==> src/rtl/usbfs_tx_arbiter.sv <==
// Round-robin arbiter that shares one USB full-speed packet sender between N_REQ requesters.
// The grant is held through the sender's EOP, then a fixed idle gap runs before the next offer.
module usbfs_tx_arbiter #(
    parameter int N_REQ      = 4,
    parameter int MAX_PKT    = 8,
    parameter int GAP_CYCLES = 2,
    localparam int NB_W      = $clog2(MAX_PKT) + 1
) (
    input  logic                         i_clk_12MHz,
    input  logic                         i_rst,
    input  logic [N_REQ-1:0]             i_req_valid,
    output logic [N_REQ-1:0]             o_req_ready,
    input  logic [4*N_REQ-1:0]           i_req_pid,
    input  logic [8*MAX_PKT*N_REQ-1:0]   i_req_data,
    input  logic [NB_W*N_REQ-1:0]        i_req_nBytes,
    output logic                         o_tx_valid,
    input  logic                         i_tx_ready,
    output logic [3:0]                   o_tx_pid,
    output logic [8*MAX_PKT-1:0]         o_tx_data,
    output logic [NB_W-1:0]              o_tx_nBytes,
    input  logic                         i_tx_eopDone,
    output logic [N_REQ-1:0]             o_grant,
    output logic                         o_busy,
    output logic [15:0]                  o_nSent
);
    localparam int IDX_W = $clog2(N_REQ);
    localparam int PKT_W = 8 * MAX_PKT;

    typedef enum logic [1:0] {ST_IDLE, ST_OFFER, ST_WAIT_EOP, ST_GAP} state_t;

    state_t             r_state, w_state_nxt;
    logic [N_REQ-1:0]   r_grant, w_grant_nxt;
    logic [IDX_W-1:0]   r_rrPtr, w_rrPtr_nxt;
    logic [7:0]         r_gapCnt, w_gapCnt_nxt;
    logic [15:0]        r_nSent;
    logic [IDX_W-1:0]   w_selIdx, w_cand, w_ptrAfter;
    logic               w_selFound;
    logic               w_accept;

    function automatic logic [IDX_W-1:0] wrap_idx(input int v);
        return IDX_W'(v % N_REQ);
    endfunction

    // First valid requester at or after the round-robin pointer.
    always_comb begin
        w_selFound = 1'b0;
        w_selIdx   = '0;
        w_cand     = '0;
        for (int i = 0; i < N_REQ; i++) begin
            w_cand = wrap_idx(int'(r_rrPtr) + i);
            if (!w_selFound && i_req_valid[w_cand]) begin
                w_selFound = 1'b1;
                w_selIdx   = w_cand;
            end
        end
    end

    // One-hot OR-mux of the granted requester; fields read as zero unless offering.
    always_comb begin
        o_tx_pid    = '0;
        o_tx_data   = '0;
        o_tx_nBytes = '0;
        w_ptrAfter  = r_rrPtr;
        for (int k = 0; k < N_REQ; k++) begin
            if (r_grant[k]) begin
                w_ptrAfter = wrap_idx(k + 1);
                if (r_state == ST_OFFER) begin
                    o_tx_pid    = o_tx_pid    | i_req_pid[4*k +: 4];
                    o_tx_data   = o_tx_data   | i_req_data[PKT_W*k +: PKT_W];
                    o_tx_nBytes = o_tx_nBytes | i_req_nBytes[NB_W*k +: NB_W];
                end
            end
        end
    end

    assign w_accept = (r_state == ST_OFFER) && i_tx_ready;

    always_comb begin
        w_state_nxt  = r_state;
        w_grant_nxt  = r_grant;
        w_rrPtr_nxt  = r_rrPtr;
        w_gapCnt_nxt = r_gapCnt;
        case (r_state)
            ST_IDLE: begin
                if (w_selFound) begin
                    w_grant_nxt = {{(N_REQ-1){1'b0}}, 1'b1} << w_selIdx;
                    w_state_nxt = ST_OFFER;
                end
            end
            ST_OFFER: begin
                if (i_tx_ready) begin
                    w_rrPtr_nxt = w_ptrAfter;
                    w_state_nxt = ST_WAIT_EOP;
                end
            end
            ST_WAIT_EOP: begin
                if (i_tx_eopDone) begin
                    w_grant_nxt = '0;
                    if (GAP_CYCLES == 0) begin
                        w_state_nxt = ST_IDLE;
                    end else begin
                        w_gapCnt_nxt = 8'(GAP_CYCLES - 1);
                        w_state_nxt  = ST_GAP;
                    end
                end
            end
            ST_GAP: begin
                if (r_gapCnt == 8'd0) begin
                    w_state_nxt = ST_IDLE;
                end else begin
                    w_gapCnt_nxt = r_gapCnt - 8'd1;
                end
            end
            default: begin
                w_grant_nxt = '0;
                w_state_nxt = ST_IDLE;
            end
        endcase
    end

    always_ff @(posedge i_clk_12MHz) begin
        if (i_rst) begin
            r_state  <= ST_IDLE;
            r_grant  <= '0;
            r_rrPtr  <= '0;
            r_gapCnt <= '0;
            r_nSent  <= '0;
        end else begin
            r_state  <= w_state_nxt;
            r_grant  <= w_grant_nxt;
            r_rrPtr  <= w_rrPtr_nxt;
            r_gapCnt <= w_gapCnt_nxt;
            r_nSent  <= r_nSent + 16'(w_accept);
        end
    end

    assign o_tx_valid  = (r_state == ST_OFFER);
    assign o_req_ready = r_grant & {N_REQ{w_accept}};
    assign o_grant     = r_grant;
    assign o_busy      = (r_state != ST_IDLE);
    assign o_nSent     = r_nSent;

    // A granted requester must keep its packet valid until the sender takes it.
    a_validHeld: assert property (@(posedge i_clk_12MHz) disable iff (i_rst)
        (r_state == ST_OFFER) |-> |(i_req_valid & r_grant));

endmodule

==> config.mk <==
export PLATFORM = sky130hd
export DESIGN_NAME = usbfs_tx_arbiter
export DESIGN_NICKNAME = d
export VERILOG_FILES = /design/src/rtl/usbfs_tx_arbiter.sv
export SDC_FILE = /design/constraint.sdc
export NUM_CORES = 1
export LEC_CHECK = 0
export CAP_MARGIN = 20
export CORE_AREA = 5 5 152 154
export DETAILED_ROUTE_END_ITERATION = 7
export DIE_AREA = 0 0 157 159
export PLACE_DENSITY = 0.51
export SLEW_MARGIN = 40
export SYNTH_ARGS = -nofsm -noshare
export SYNTH_HDL_FRONTEND = slang
export SYNTH_SLANG_ARGS = --single-unit
==> constraint.sdc <==
create_clock -name i_clk_12MHz -period 2.9 [get_ports i_clk_12MHz]
set_clock_uncertainty 0.15 [all_clocks]
set_input_delay 0.435 -clock i_clk_12MHz [delete_from_list [all_inputs] [get_ports i_clk_12MHz]]
set_output_delay 0.435 -clock i_clk_12MHz [all_outputs]
set_load 0.03 [all_outputs]
# --- After elaboration in Yosys (flattened, before gate mapping) ---
# Cells that the tools add are included.
totals:
  register_bits: 32
  latchBits: 0
  ramBits: 0
  romBits: 0
  in_bits: 296
  out_inout_bits: 98
  wordCells: 105
  mem_count: 0
op_classes:
  n_addsub: 5
  mul: 0
  n_div: 0
  magnitude_cmp: 4
  eq_ne: 8
  n_shift: 1
  n_mux: 55
  bitwise: 10
  reduce_logical: 17
op_table:
  columns: ["op", "count"]
  rows:
  - ["2-to-1 mux 64 bit", 8]
  - ["OR 64 bit", 3]
  - ["2-to-1 mux 4 bit", 18]
  - ["2-to-1 mux 2 bit", 12]
  - ["OR 4 bit", 6]
  - ["adder 16 x 1 -> 16 bit", 1]
  - ["2-to-1 mux 8 bit", 2]
  - ["case mux 8 bit (2 select lines)", 1]
  - ["< comparator 2 x 3 -> 1 bit, second input constant", 4]
  - ["AND reduction 3 bit", 3]
  - ["binary-select mux 1 bit (select 2 bit)", 4]
  - ["zero test 8 bit", 1]
  - ["2-to-1 mux 1 bit", 8]
  - ["!= test 2 bit, second input constant", 4]
  - ["case mux 2 bit (4 select lines)", 1]
  - ["case mux 4 bit (2 select lines)", 1]
  - ["subtractor 8 x 1 -> 8 bit, second input constant", 1]
  - ["nonzero test 2 bit", 3]
  - ["adder 2 bit, second input constant", 2]
  - ["bitwise AND 4 bit", 1]
  - ["== test 2 bit, second input constant", 2]
  - ["logical AND 1 bit", 4]
  - ["AND reduction 4 bit", 1]
  - ["nonzero test 4 bit", 1]
  - ["other kinds (6)", 8]

# --- Depth between registers and ports, before layout ---
logic_depth:
  depth_word: 15
  ltp_mapped: 9
  ltp_nobuf: 9

# --- Least setup slack after synthesis ---
# No wires, ideal clock.
synth_path:
  kind: "register to output"
  start: "reg r_state[1]"
  end: "out o_tx_data[10]"
  arrival_ns: 2.070
  required_time_ns: 2.315
  slack_ns: 0.245
  path_stages_with_launch: 6
  path_buffers: 2
  cell_sequence: "dfxtp_1 -> inv_1 -> ha_1 -> clkbuf_1 -> clkbuf_1 -> a21boi_0"
synth_between:
  elab_chain_len: 12
synth_rtl:
  columns: ["element", "line_no", "text"]
  rows:
  - ["from (decl)", "31", "state_t r_state, w_state_nxt;"]
  - ["from (signal assigned)", "129", "r_state <= w_state_nxt;"]
  - ["== test 2 x 1 -> 1 bit (*)", null, null]
  - ["named net o_tx_valid", "16", "output logic o_tx_valid,"]
  - ["2-to-1 mux 64 bit", "67", "if (r_state == ST_OFFER) begin"]
  - ["2-to-1 mux 64 bit", "65", "if (r_grant[k]) begin"]
  - ["OR 64 bit", "69", "o_tx_data = o_tx_data | i_req_data[PKT_W*k +: PKT_W];"]
  - ["2-to-1 mux 64 bit", "67", null]
  - ["2-to-1 mux 64 bit", "65", null]
  - ["OR 64 bit", "69", null]
  - ["2-to-1 mux 64 bit", "67", null]
  - ["2-to-1 mux 64 bit", "65", null]
  - ["OR 64 bit", "69", null]
  - ["2-to-1 mux 64 bit", "67", null]
  - ["2-to-1 mux 64 bit (*)", "65", null]
  - ["to (decl)", "19", "output logic [8*MAX_PKT-1:0] o_tx_data,"]
# The timed path passes the listed nets; every way through them passes the cells marked *.

# --- Final worst setup path ---
layout_path:
  start: "reg r_state[1]"
  end: "out o_tx_data[24]"
layout_between:
  elab_chain_len: 12
layout_rtl:
  columns: ["element", "line_no"]
  rows:
  - ["== test 2 x 1 -> 1 bit (*)", "67"]
  - ["2-to-1 mux 64 bit", "67"]
  - ["2-to-1 mux 64 bit", "65"]
  - ["OR 64 bit", "69"]
  - ["2-to-1 mux 64 bit", "67"]
  - ["2-to-1 mux 64 bit", "65"]
  - ["OR 64 bit", "69"]
  - ["2-to-1 mux 64 bit", "67"]
  - ["2-to-1 mux 64 bit", "65"]
  - ["OR 64 bit", "69"]
  - ["2-to-1 mux 64 bit", "67"]
  - ["2-to-1 mux 64 bit (*)", "65"]
# Every way passes the cells marked *; elsewhere a longest branch is shown, timed or not.

==> reports/results.ini <==
[place]
dp_hpwl_um=18400
port_buffers=393
gp_congestion=0.832

[die]
die_area_mm2=0.0250
rows=54
die_x_um=157
ioPinCount=394
core_mm2=0.0216
start_util_pct=16.1
die_y_um=159

[setup_path]
crit_chain=inv_1 > ha_2 > buf_12 > a21boi_0 > clkdlybuf4s50_1
critPathRequiredTime_ns=2.32
crit_path_max_fanout=37
critPathSlowestCell=clkdlybuf4s50_1
slowest_delay_ns=0.75
criticalPathCategory=reg -> out
start_kind=flip-flop
worst_r2r_path_depth=9
crit_path_end_kind=output port
cp.arrival_ns=2.18

[grt]
antenna_found_initial=0
grt.total_usage_pct=17.0
grt.overflow.total=0
grt_start_max_net_pins=56
grt_pass1_wl_um=33100
grt_pass1_vias=5232

[power_and_ir_drop]
p_total_mw=3.74
switching_power_mw=1.60
pwr-share-clk_pct=13.9
p_int_mw=2.14
power_density_mw_per_mm2=461
p_leak_nw=2.78
vdd_ir_drop_max_v=0.000311
p_comb_share_pct=71.0
power_frac_seq_pct=15.1
swShare_pct=42.9

[synth]
synth_fp_nets=760
synth-seq-cells=32
synthTopCellsByArea=a22oi_1, dfxtp_1, a21boi_0
ys.flop_type=dfxtp_1
netlist_instances=455
synthesis.area_mm2=0.00346
post_synth.cell_area_avg_um2=7.61
synthArstFlopShare_pct=0
synth_top_area_cell=a22oi_1
yosys.area.top_type_share_pct=31.4
synth.most_common_cell=a22oi_1
seq_area_frac_synth_pct=18.5
yosysUniqueCellTypes=47
synthTopCellsByCount=a22oi_1, a21boi_0, clkbuf_1, nor2_1, dfxtp_1
synth_edf_count=0
synth_warnings=0

[timing]
rsz0062_at_grt=false
slew_headroom_pct=55.9
fin_crit_ns=2.76
hold_violations=0
finalCritPeriodShare_pct=95.2
setup_viol=0
tns_ns=0
whs_ns=0.377
worst_pin_slew_ns=0.644
fmax_mhz=362
maxSlewViolCount=0

[clock_tree]
clockBufferDepth=2
clk_latency_ns=0.27
cts_root_buf=clkbuf_16
cts.htree.levels=2
numCtsBuffers=5
cts_tree=built
clkTransAtPathRegs_ns=0.05
post-cts-setup-buffers=0
cts_num_sinks=32

[final_layout]
layout-drive-gt1-share_pct=5.43
syn2layout_area_growth_pct=134
multi_input_comb_area_mm2=0.00260
ff_latch_area_um2=646
fill_cells=2163
antenna_cells=0
final_util_pct=37.6
nets=1132

[drt]
drt_wl_total_um=23300
vias=5207
first_pass_iters=4
avgRoutedWirePerCell_um=21.0
via_per_inst=4.70
remaining_drc_errors=0
drt-initial-drc-count=267
final_antenna_net_count=0

[min_path]
hold_path_class=reg -> reg
whs_path_depth=2

[run]
maxCapViolations=0

[run_status]
status=finished clean

[final cells by class]
type / count / share of cell area [%]
tap: 280 / 4.32
multi-input combinational: 362 / 32.0
inverter: 17 / 0.787
clock buffer: 8 / 1.81
sequential: 32 / 7.96
timing repair buffer: 409 / 53.1
[power groups by stage]
stage	Combinational [mW]	Sequential (mW)	Clock, mW
floorplan	1.32	0.587	0
global placement	2.68	0.574	0
detailed placement	2.68	0.575	0
CTS	2.69	0.565	0.535
global route	2.83	0.573	0.554
finish	2.65	0.564	0.521
[sequential cells by signal (all words and copies together), names as in the netlist]
register  count
o_grant       4
o_nSent      16
r_gapCnt      8
r_rrPtr       2
r_state       2
[critical path: cells and delay by family (launching register included)]
family / cells / cell delay, ns
buf+inv: 3 / 1.07
flops: 1 / 0.32
fa+ha+maj: 1 / 0.26
compound gates: 1 / 0.23
[stage by stage]
stage,worst slack (ns),instance area (µm²),cells
after CTS,0.0332,8090,1108
final,0.140,8110,1108
after detailed placement,0.184,7940,1100
after floorplan,0.245,3460,455
after global routing,0.0223,8110,1108
after global placement,0.233,7940,1100
[cells in the final DEF (no fill, tap or decap), drive strengths merged, types with 3 or more instances in the layout]
| cell | Yosys | final |
|---|---|---|
| clkdlybuf4s50 | 0 | 371 |
| a22oi | 145 | 145 |
| a21boi | 73 | 73 |
| nor2 | 34 | 34 |
| dfxtp | 32 | 32 |
| buf | 10 | 29 |
| inv | 17 | 17 |
| dlymetal6s2s | 0 | 9 |
| ha | 9 | 9 |
| o21ai | 9 | 9 |
| clkbuf | 34 | 8 |
| nor2b | 7 | 7 |
| xor2 | 7 | 7 |
| nand3 | 6 | 6 |
| a21oi | 6 | 6 |
| and3 | 5 | 5 |
| nand4 | 5 | 5 |
| mux2 | 5 | 5 |
| o21a | 4 | 4 |
| nor3 | 4 | 4 |
| nor4 | 4 | 4 |
| nand2 | 3 | 3 |
| and4 | 3 | 3 |
| xnor2 | 3 | 3 |
| or3 | 3 | 3 |
| a31o | 3 | 3 |
[path summary, 6_finish.rpt]
check	startpoint	to	slack (ns)
worst max-delay path	r_state[1]$_SDFFE_PP0P_	o_tx_data[24]	0.14
worst min-delay path	r_gapCnt[3]$_SDFFE_PP0P_	r_gapCnt[3]$_SDFFE_PP0P_	0.38
worst max register to register	r_state[1]$_SDFFE_PP0P_	o_nSent[13]$_SDFF_PP0_	0.30
worst min register to register	r_gapCnt[3]$_SDFFE_PP0P_	r_gapCnt[3]$_SDFFE_PP0P_	0.38
[logic make-up after synthesis]
logic type      Yosys count  synth area share (%)
compound gates          255                  54.7
mux                       6                  1.91
xor+xnor                 10                  2.53
simple gates             82                  12.5
fa+ha+maj                 9                  3.25
buf+inv                  61                  6.61
flops                    32                  18.5
[routing by layer]
metal / track usage [%] / routed length, µm / up-vias
met4: 2.13 / 279 / 0
met3: 5.33 / 2260 / 16
met2: 30.6 / 11500 / 241
met5: 0 / 0 / -
li1: - / - / 2540
met1: 20.2 / 9230 / 2410
[what timing repair did]
item | in CTS | in global routing
resized for setup | 0 | 9
setup endpoints to repair | 0 | 9
hold buffers | 0 | 0
Note: power is estimated with default switching activity, not from simulation.
